===== config.mk =====
export PLATFORM = sky130hd
export DESIGN_NAME = id_ex_stage
export DESIGN_NICKNAME = d
export VERILOG_FILES = /design/src/rtl/id_ex_stage_pkg.sv /design/src/rtl/id_ex_stage_fwd_unit.sv /design/src/rtl/id_ex_stage.sv
export SDC_FILE = /design/constraint.sdc
export NUM_CORES = 1
export LEC_CHECK = 0
export BUFFER_PORTS_ARGS = -buffer_cell sky130_fd_sc_hd__buf_2
export CAP_MARGIN = 15
export CORE_MARGIN = 1.5
export CORE_UTILIZATION = 30
export CTS_CLUSTER_SIZE = 14
export DETAILED_ROUTE_END_ITERATION = 8
export SLEW_MARGIN = 25
export SYNTH_ARGS = -nofsm -noshare
export SYNTH_HDL_FRONTEND = slang
export SYNTH_SLANG_ARGS = --single-unit

===== constraint.sdc =====
create_clock -name clk -period 9.1 [get_ports clk]
set_clock_uncertainty 0.2 [all_clocks]
set_input_delay 2.275 -clock clk [delete_from_list [all_inputs] [get_ports clk]]
set_output_delay 2.275 -clock clk [all_outputs]
set_load 0.02 [all_outputs]

===== src/rtl/id_ex_stage_pkg.sv =====
// Shared types and constants for the ID/EX stage: ALUOp codes, forwarding selects, payload struct.
package id_ex_stage_pkg;

   localparam int unsigned W       = 32;
   localparam int unsigned RA_W    = 5;
   localparam int unsigned OP_W    = 5;
   localparam int unsigned SHAMT_W = 5;

   // Shared ALUOp encoding
   localparam logic [OP_W-1:0] ALU_ADD  = 5'd0;
   localparam logic [OP_W-1:0] ALU_SUB  = 5'd1;
   localparam logic [OP_W-1:0] ALU_AND  = 5'd2;
   localparam logic [OP_W-1:0] ALU_OR   = 5'd3;
   localparam logic [OP_W-1:0] ALU_XOR  = 5'd4;
   localparam logic [OP_W-1:0] ALU_NOR  = 5'd5;
   localparam logic [OP_W-1:0] ALU_SLT  = 5'd6;
   localparam logic [OP_W-1:0] ALU_SLTU = 5'd7;
   localparam logic [OP_W-1:0] ALU_SLL  = 5'd8;
   localparam logic [OP_W-1:0] ALU_SRL  = 5'd9;
   localparam logic [OP_W-1:0] ALU_SRA  = 5'd10;
   localparam logic [OP_W-1:0] ALU_LUI  = 5'd11;

   typedef enum logic [1:0] {
      FWD_RF    = 2'b00,
      FWD_MEMWB = 2'b01,
      FWD_EXMEM = 2'b10
   } fwd_sel_e;

   localparam logic [RA_W-1:0] REG_ZERO = '0;

   // Everything the ID/EX register carries into EX
   typedef struct packed {
      logic               valid;
      logic [W-1:0]       pc;
      logic [W-1:0]       rs_data;
      logic [W-1:0]       rt_data;
      logic [W-1:0]       imm;
      logic [SHAMT_W-1:0] shamt;
      logic [RA_W-1:0]    rs;
      logic [RA_W-1:0]    rt;
      logic [RA_W-1:0]    rd;
      logic [OP_W-1:0]    aluop;
      logic               asel_shamt;
      logic               bsel_imm;
      logic               regwrite;
      logic               memread;
      logic               memwrite;
      logic               memtoreg;
   } id_ex_t;

   // Pick the youngest in-flight producer of src; $0 always reads the register file
   function automatic fwd_sel_e fwd_select(
      input logic [RA_W-1:0] src,
      input logic            exmem_rw,
      input logic [RA_W-1:0] exmem_rd,
      input logic            memwb_rw,
      input logic [RA_W-1:0] memwb_rd
   );
      fwd_sel_e sel;
      sel = FWD_RF;
      if (src != REG_ZERO) begin
         if (exmem_rw && (exmem_rd == src)) begin
            sel = FWD_EXMEM;
         end else if (memwb_rw && (memwb_rd == src)) begin
            sel = FWD_MEMWB;
         end
      end
      return sel;
   endfunction

endpackage


===== src/rtl/id_ex_stage_fwd_unit.sv =====
// Forwarding select generation for the two EX source operands.
module fwd_unit
   import id_ex_stage_pkg::*;
(
   input  logic [RA_W-1:0] ex_rs,
   input  logic [RA_W-1:0] ex_rt,
   input  logic            exmem_regwrite,
   input  logic [RA_W-1:0] exmem_rd,
   input  logic            memwb_regwrite,
   input  logic [RA_W-1:0] memwb_rd,
   output fwd_sel_e        fwd_a_sel,
   output fwd_sel_e        fwd_b_sel
);

   // EX/MEM outranks MEM/WB because it holds the younger result
   always_comb begin
      fwd_a_sel = fwd_select(ex_rs, exmem_regwrite, exmem_rd, memwb_regwrite, memwb_rd);
      fwd_b_sel = fwd_select(ex_rt, exmem_regwrite, exmem_rd, memwb_regwrite, memwb_rd);
   end

endmodule


===== src/rtl/id_ex_stage.sv =====
// ID/EX pipeline register with load-use bubble insertion and EX operand forwarding.
module id_ex_stage
   import id_ex_stage_pkg::*;
(
   input  logic               clk,
   input  logic               rst,
   input  logic               stall,
   input  logic               flush,
   input  logic               id_valid,
   input  logic [W-1:0]       id_pc,
   input  logic [W-1:0]       id_rs_data,
   input  logic [W-1:0]       id_rt_data,
   input  logic [W-1:0]       id_imm,
   input  logic [SHAMT_W-1:0] id_shamt,
   input  logic [RA_W-1:0]    id_rs,
   input  logic [RA_W-1:0]    id_rt,
   input  logic [RA_W-1:0]    id_rd,
   input  logic               id_uses_rs,
   input  logic               id_uses_rt,
   input  logic [OP_W-1:0]    id_aluop,
   input  logic               id_asel_shamt,
   input  logic               id_bsel_imm,
   input  logic               id_regwrite,
   input  logic               id_memread,
   input  logic               id_memwrite,
   input  logic               id_memtoreg,
   input  logic               exmem_regwrite,
   input  logic [RA_W-1:0]    exmem_rd,
   input  logic [W-1:0]       exmem_result,
   input  logic               memwb_regwrite,
   input  logic [RA_W-1:0]    memwb_rd,
   input  logic [W-1:0]       memwb_result,
   output logic               load_use_stall,
   output logic [W-1:0]       alu_a,
   output logic [W-1:0]       alu_b,
   output logic [OP_W-1:0]    ex_aluop,
   output logic               ex_valid,
   output logic [W-1:0]       ex_pc,
   output logic [W-1:0]       ex_store_data,
   output logic [RA_W-1:0]    ex_rd,
   output logic               ex_regwrite,
   output logic               ex_memread,
   output logic               ex_memwrite,
   output logic               ex_memtoreg
);

   id_ex_t   ex_q, ex_d, id_pkt;
   fwd_sel_e fwd_a_sel, fwd_b_sel;
   logic [W-1:0] fwd_rs, fwd_rt;

   // A load in EX whose result the ID instruction needs cannot be forwarded in time
   always_comb begin
      load_use_stall = ex_q.valid & ex_q.memread & (ex_q.rd != REG_ZERO) & id_valid &
                       ((id_uses_rs & (id_rs == ex_q.rd)) | (id_uses_rt & (id_rt == ex_q.rd)));
   end

   // Next ID/EX contents: flush > stall > load-use bubble > normal capture
   always_comb begin
      id_pkt            = '0;
      id_pkt.valid      = id_valid;
      id_pkt.pc         = id_pc;
      id_pkt.rs_data    = id_rs_data;
      id_pkt.rt_data    = id_rt_data;
      id_pkt.imm        = id_imm;
      id_pkt.shamt      = id_shamt;
      id_pkt.rs         = id_rs;
      id_pkt.rt         = id_rt;
      id_pkt.rd         = id_rd;
      id_pkt.aluop      = id_aluop;
      id_pkt.asel_shamt = id_asel_shamt;
      id_pkt.bsel_imm   = id_bsel_imm;
      id_pkt.regwrite   = id_regwrite & id_valid;
      id_pkt.memread    = id_memread  & id_valid;
      id_pkt.memwrite   = id_memwrite & id_valid;
      id_pkt.memtoreg   = id_memtoreg & id_valid;

      ex_d = ex_q;
      if (flush) begin
         ex_d = '0;
      end else if (stall) begin
         ex_d = ex_q;
      end else if (load_use_stall) begin
         ex_d = '0;
      end else begin
         ex_d = id_pkt;
      end
   end

   // ID/EX register
   always_ff @(posedge clk) begin
      if (rst) begin
         ex_q <= '0;
      end else begin
         ex_q <= ex_d;
      end
   end

   fwd_unit u_fwd (
      .ex_rs          (ex_q.rs),
      .ex_rt          (ex_q.rt),
      .exmem_regwrite (exmem_regwrite),
      .exmem_rd       (exmem_rd),
      .memwb_regwrite (memwb_regwrite),
      .memwb_rd       (memwb_rd),
      .fwd_a_sel      (fwd_a_sel),
      .fwd_b_sel      (fwd_b_sel)
   );

   // Forwarded operands and ALU input selection
   always_comb begin
      fwd_rs = ex_q.rs_data;
      fwd_rt = ex_q.rt_data;
      case (fwd_a_sel)
         FWD_EXMEM: fwd_rs = exmem_result;
         FWD_MEMWB: fwd_rs = memwb_result;
         default:   fwd_rs = ex_q.rs_data;
      endcase
      case (fwd_b_sel)
         FWD_EXMEM: fwd_rt = exmem_result;
         FWD_MEMWB: fwd_rt = memwb_result;
         default:   fwd_rt = ex_q.rt_data;
      endcase
      alu_a         = ex_q.asel_shamt ? W'(ex_q.shamt) : fwd_rs;
      alu_b         = ex_q.bsel_imm ? ex_q.imm : fwd_rt;
      ex_store_data = fwd_rt;
   end

   assign ex_aluop    = ex_q.aluop;
   assign ex_valid    = ex_q.valid;
   assign ex_pc       = ex_q.pc;
   assign ex_rd       = ex_q.rd;
   assign ex_regwrite = ex_q.regwrite;
   assign ex_memread  = ex_q.memread;
   assign ex_memwrite = ex_q.memwrite;
   assign ex_memtoreg = ex_q.memtoreg;

endmodule


==> results.toml, run 1 <==
[detailed_routing]
totalWireLength_mm = 38.9
ant_nets = 0
drt_iter0_drc = 593
viasPerCell = 5.38
drc = 0
num_vias = 9954
wl_per_cell_um = 21.0
dr.pass1.iters = 6

[logic_synthesis]
syn-cell-area_sq_mm = 0.00991
synth_top_flop_cell = "dfxtp_1"
synth_edf_count = 0
syn_area_per_cell_sq_um = 8.73
syn-num-nets = 1381
synth_cell_type_count = 31
synth_top_area_share_pct = 32.3
yosys-top-cells-count = "dfxtp_1, a21o_1, a22o_1, nor3b_1, clkbuf_1"
ys_warn_count = 0
synth_area_leaders = "dfxtp_1, a22o_1, a21o_1"
synth_seq_cells = 160
synth_most_common_cell = "dfxtp_1"
async_reset_ff_share_pct = 0
synthCells = 1135
yosysTopAreaCell = "dfxtp_1"
ys_seq_area_share_pct = 32.3

[clock_network]
cts_hold_buf = 0
cts_setup_buffers = 0
numCtsBuffers = 17
clock_path_buffers = 2
cts.clk_slew.worst_paths_ns = 0.07
cts_num_sinks = 160
cts_resized = 0
h-tree-depth = 4
insertion_delay_ns = 0.45
cts_root_buf = "clkbuf_16"
tritoncts = "done"

[timing]
fin_crit_ns = 7.47
tightest_slew_ns = 1.03
post-route-period-util_pct = 82.1
final_max_slew_viol_count = 0
setup_viol = 0
fmax_mhz = 134
grt_setup_unrepaired = "no"
setup_ws_ns = 1.63
slew_headroom_pct = 31.3
setup_tns_ns = 0
hold_viol_final = 0

[setup_path]
worst_path_largest_cell_delay_ns = 0.54
crit_top_cell = "buf_2"
rr_worst_depth = 6
critPathRequiredTime_ns = 6.63
timing.rr.end = "ex_q[90]"
critPathMaxFanout = 32
timing.rr.start = "ex_rd[1]"
critPathLaunchType = "primary input"
path_class = "primary input to primary output"
path_cells = "buf_2 > xor2_1 > nor4_1 > and3_1 > or4_1 > ha_1 > buf_4 > a22oi_1 > o21ai_0 > mux2_2 > buf_2"
cp-end-kind = "primary output"
slowest_stage = "a22oi_1"
rrSetupSlack_ns = 5.78
critPathArrivalTime_ns = 4.99

[power_and_ir_drop]
intPower_uw = 1380
clkPwrFrac_pct = 41.1
p_leak_uw = 0.00633
combPwrFrac_pct = 18.6
switching_share_pct = 28.7
power_density_mw_per_mm2 = 156
p_switching_uw = 555
seqPwrFrac_pct = 40.3
ir_worst_vdd_v = 0.000124

[min_path]
hp-class = "flop to flop"
hold_path_depth = 2
min-delay-start = "ex_memwrite"
holdPathEnd = "ex_memwrite"

[cells_and_area]
nets = 1635
fillers = 3462
drive_gt1_share_pct = 33.4
syn2layout_area_growth_pct = 25.1

[die]
die_y_um = 185
start_util_pct = 30.5
rows = 66
ioPinCount = 386
core_region_area_sq_mm = 0.0325
die_w_um = 185
dieArea_sq_mm = 0.0341

[place]
gp_congestion = 0.851
port_buffers = 385
dp_hpwl_mm = 26.8
dp_slack_ns = 1.51

[status]
status = "finished clean"

[global_route]
grt_use_total_pct = 22.1
grt_max_degree = 99
grt_pass1_wl_mm = 56.6
grt_overflow = 0
grt_pass1_vias = 9488
antenna_found_initial = 10

[run]
max_cap_viol_count = 0
## power groups by stage
stage	Combinational [uW]	Sequential, uW	Clock [uW]
global placement	354	796	0
CTS	359	780	816
finish	360	781	795
detailed placement	357	796	0
floorplan	240	781	0
global route	389	785	847
## critical path, delay by kind of cell
family / cells / cell delay [ns]
xor gates and xnor gates: 1 / 0.16
adders and majority gates: 1 / 0.19
buffers and inverters: 3 / 0.52
and+or+nand+nor: 3 / 0.78
muxes: 1 / 0.29
AOI/OAI and AO/OA: 2 / 0.73
## cells in the final DEF, fill, tap and decap left out, types with 2 or more instances in the layout
cell         n
xor2_1       8
ha_1         2
clkbuf_1     2
a32oi_1      4
a22o_1     156
nor2_1      67
inv_6        2
diode_2      7
bufinv_16    4
clkbuf_8     2
buf_4       11
dfxtp_1    159
xnor2_1     22
nor4_1       4
nand4_1      4
mux2i_1      4
nor2b_1      2
o21ai_0     39
buf_2      384
or4_1        5
and3_1       2
nand2_1     41
buf_6        2
nor3b_1    156
a21oi_1     32
a21o_1     156
clkbuf_16   17
clkinv_4     4
mux2_2      32
o31ai_1      4
a22oi_1     64
## state kept, by name, indices dropped and copies added, names as in the netlist
name / cells
ex_memread: 1
ex_valid: 1
ex_memwrite: 1
ex_regwrite: 1
ex_q: 113
ex_memtoreg: 1
ex_rd: 5
ex_aluop: 5
ex_pc: 32
## cell families (layout without fill, tap and decap cells)
kind of cell | count (synthesis) | after routing | synth area share (%)
XOR/XNOR | 30 | 30 | 2.65
other | 0 | 7 | 0
multiplexers | 36 | 36 | 4.04
adder cells (fa/ha/maj) | 4 | 4 | 0.505
flip-flops | 160 | 160 | 32.3
AO/OA/AOI/OAI | 458 | 458 | 35.0
buffers and inverters | 163 | 430 | 8.23
AND/OR/NAND/NOR | 284 | 284 | 17.3
## metal layers
metal	up-vias	global-route usage, %	routed length [um]
met2	366	37.6	18800
met5	-	0	23
met3	55	6.44	2920
met4	4	8.75	1030
li1	4729	-	-
met1	4800	26.0	16200
## through the flow
step                total power [uW]  hold WS (ns)  cells  cell area (sq um)  util, %
global placement                1150         0.303   1811              11700     36.0
global route                    2020         0.365   1849              12400     38.1
CTS                             1960         0.329   1843              12300     37.9
floorplan                       1020         0.317   1135               9910        -
finish                          1940         0.329   1851              12400     38.1
detailed placement              1150         0.312   1811              11700     36.0
## worst max path at each step
stage                           start         to  slack, ns  cells after the start
after floorplan           exmem_rd[2]  alu_b[23]       2.15                      9
after global placement    exmem_rd[2]  alu_b[30]       1.54                     11
after detailed placement  exmem_rd[2]  alu_b[31]       1.51                      9
after CTS                 exmem_rd[2]  alu_b[31]       1.50                      9
after global routing      exmem_rd[4]  alu_b[28]       1.41                     11
final                     exmem_rd[4]  alu_b[28]       1.63                     11
## area by class of cell
cell class | count | area (sq um) | area share [%]
multi-input combinational | 812 | 5930 | 47.8
sequential | 160 | 3200 | 25.8
timing repair buffer | 398 | 2050 | 16.6
tap | 442 | 553 | 4.46
clock buffer | 21 | 460 | 3.71
clock inverter | 11 | 178 | 1.43
antenna | 7 | 17.5 | 0.141
Note: power is estimated with default switching activity, not from simulation.
==> inputs of run 2 (changes only) <==
==> constraint.sdc (replaced) <==
create_clock -name clk -period 6.4 [get_ports clk]
set_clock_uncertainty 0.2 [all_clocks]
set_input_delay 1.6 -clock clk [delete_from_list [all_inputs] [get_ports clk]]
set_output_delay 1.6 -clock clk [all_outputs]
set_load 0.02 [all_outputs]
==> run 2 against run 1 <==
Net effect: non-clock buffer count is 11 higher; hold slack better by 0.0017 ns; wire length is 0.11% lower; sequential share of layout area is 0.17 points lower; sequential cell count stayed put; register-to-register slack worse by 2.6 ns; worst setup slack worse by 1.3 ns; clock power is 38% higher; first-iteration DRC count is 16% higher; die area stayed put; critical path depth stayed put; core utilization is 0.25 points higher; critical path type unchanged; critical endpoint is now alu_b[4].
==> results.toml, run 2 (same netlist as run 1, synthesis figures left out) <==
[run]
max_cap_viol_count = 0

[die]
start_util_pct = 30.5
dieArea_sq_mm = 0.0341
die_w_um = 185
die_y_um = 185
core_region_area_sq_mm = 0.0325
rows = 66
ioPinCount = 386

[detailed_routing]
totalWireLength_mm = 38.9
num_vias = 10004
viasPerCell = 5.38
drt_iter0_drc = 687
ant_nets = 0
dr.pass1.iters = 5
wl_per_cell_um = 20.9
drc = 0

[cells_and_area]
finalCoreUtilization_pct = 38.4
largest_register_ffs = 113
drive_gt1_share_pct = 33.9
final_common_cell = "buf_2"
nets = 1646
syn2layout_area_growth_pct = 25.9
fillers = 3411
layout_common_cells = "buf_2, dfxtp_1, nor3b_1, a22o_1, a21o_1"
top_register = "ex_q"

[timing]
fin_crit_ns = 6.06
hold_viol_final = 0
post-route-period-util_pct = 94.6
final_max_slew_viol_count = 0
setup_viol = 0
grt_setup_unrepaired = "no"
setup_tns_ns = 0
slew_headroom_pct = 33.5
fmax_mhz = 165
timing.hold.ws_ns = 0.331
tightest_slew_ns = 0.997

[clock_network]
cts_num_sinks = 160
cts_setup_buffers = 0
cts.clk_slew.worst_paths_ns = 0.06
h-tree-depth = 4
cts_root_buf = "clkbuf_16"
numCtsBuffers = 17
tritoncts = "done"
clock_path_buffers = 2
cts_resized = 0
cts_hold_buf = 0
insertion_delay_ns = 0.44

[place]
dp_hpwl_mm = 27.0
gp_congestion = 0.824
port_buffers = 385

[global_route]
grt_max_degree = 99
antenna_found_initial = 10
grt_pass1_vias = 9695
grt_pass1_wl_mm = 57.2
grt_overflow = 0
grt_use_total_pct = 21.9

[min_path]
hp-class = "flop to flop"

[setup_path]
worst_path_largest_cell_delay_ns = 0.68
critPathRequiredTime_ns = 4.60
cp-end-kind = "primary output"
critPathArrivalTime_ns = 4.26
path_buf_inv = 3
slowest_stage = "ha_2"
critical_path.top_delay_family = "adder cells"
path_cells = "buf_2 > xor2_1 > nor4_1 > and3_1 > nor4_1 > ha_2 > buf_4 > a22oi_1 > o21ai_0 > mux2_2 > buf_2"
critPathLaunchType = "primary input"
path_class = "primary input to primary output"
critPathMaxFanout = 25

[status]
status = "finished clean"

[power_and_ir_drop]
p_leak_uw = 0.00637
power.total_uw = 2730
ir_worst_vdd_v = 0.000164
power_density_mw_per_mm2 = 219
-- run 2: cell types whose count changed in the layout (fill, tap and decap cells not counted), moves of 2 or more --
cell / previous run / this run
clkbuf_8: 2 / 0
inv_6: 2 / 4
buf_4: 11 / 19
clkinvlp_4: 0 / 2
buf_12: 0 / 3
-- run 2: power by group --
part	internal [uW]	total, uW	switching (uW)
Combinational	229	522	293
Clock	625	1100	479
Sequential	1060	1110	48.8
-- run 2: worst reg2reg max path, cell delays in order (launching register included) --
cell	delay, ns
dfxtp_1	0.37
or4_1	0.63
o2111ai_4	0.24
buf_6	0.65
buf_4	0.72
a22o_1	0.32
a21o_1	0.08
-- run 2: cell type report --
cell class	count	area (sq um)	share of cell area (%)
clock buffer	19	433	3.47
sequential	160	3200	25.7
antenna	6	15.0	0.120
tap	442	553	4.43
timing repair buffer	409	2170	17.4
multi-input combinational	812	5920	47.5
clock inverter	13	178	1.42
-- run 2: worst paths after layout --
path | cells past startpoint | from | slack (ns) | end
setup / recovery | 11 | exmem_rd[4] | 0.34 | alu_b[4]
hold / removal | 2 | ex_regwrite | 0.33 | ex_regwrite
setup reg to reg | 6 | ex_rd[0] | 3.14 | ex_q[61]
hold reg to reg | 2 | ex_regwrite | 0.33 | ex_regwrite
-- run 2: per-stage QoR --
| stage | cell area (sq um) | setup slack, ns | cells |
|---|---|---|---|
| 2_1_floorplan | 9910 | 0.801 | 1135 |
| 3_3_place_gp | 11800 | 0.320 | 1822 |
| 3_5_place_dp | 11800 | 0.286 | 1822 |
| 4_1_cts | 12400 | 0.285 | 1854 |
| 5_1_grt | 12500 | 0.160 | 1859 |
| 6_report | 12500 | 0.343 | 1861 |
-- run 2: per-layer routing --
layer  part of all wire (%)  global-route usage [%]
met1                     42                    26.1
met2                     49                    38.1
met3                    7.4                    5.95
met4                    1.9                    6.86
met5                   0.14                       0
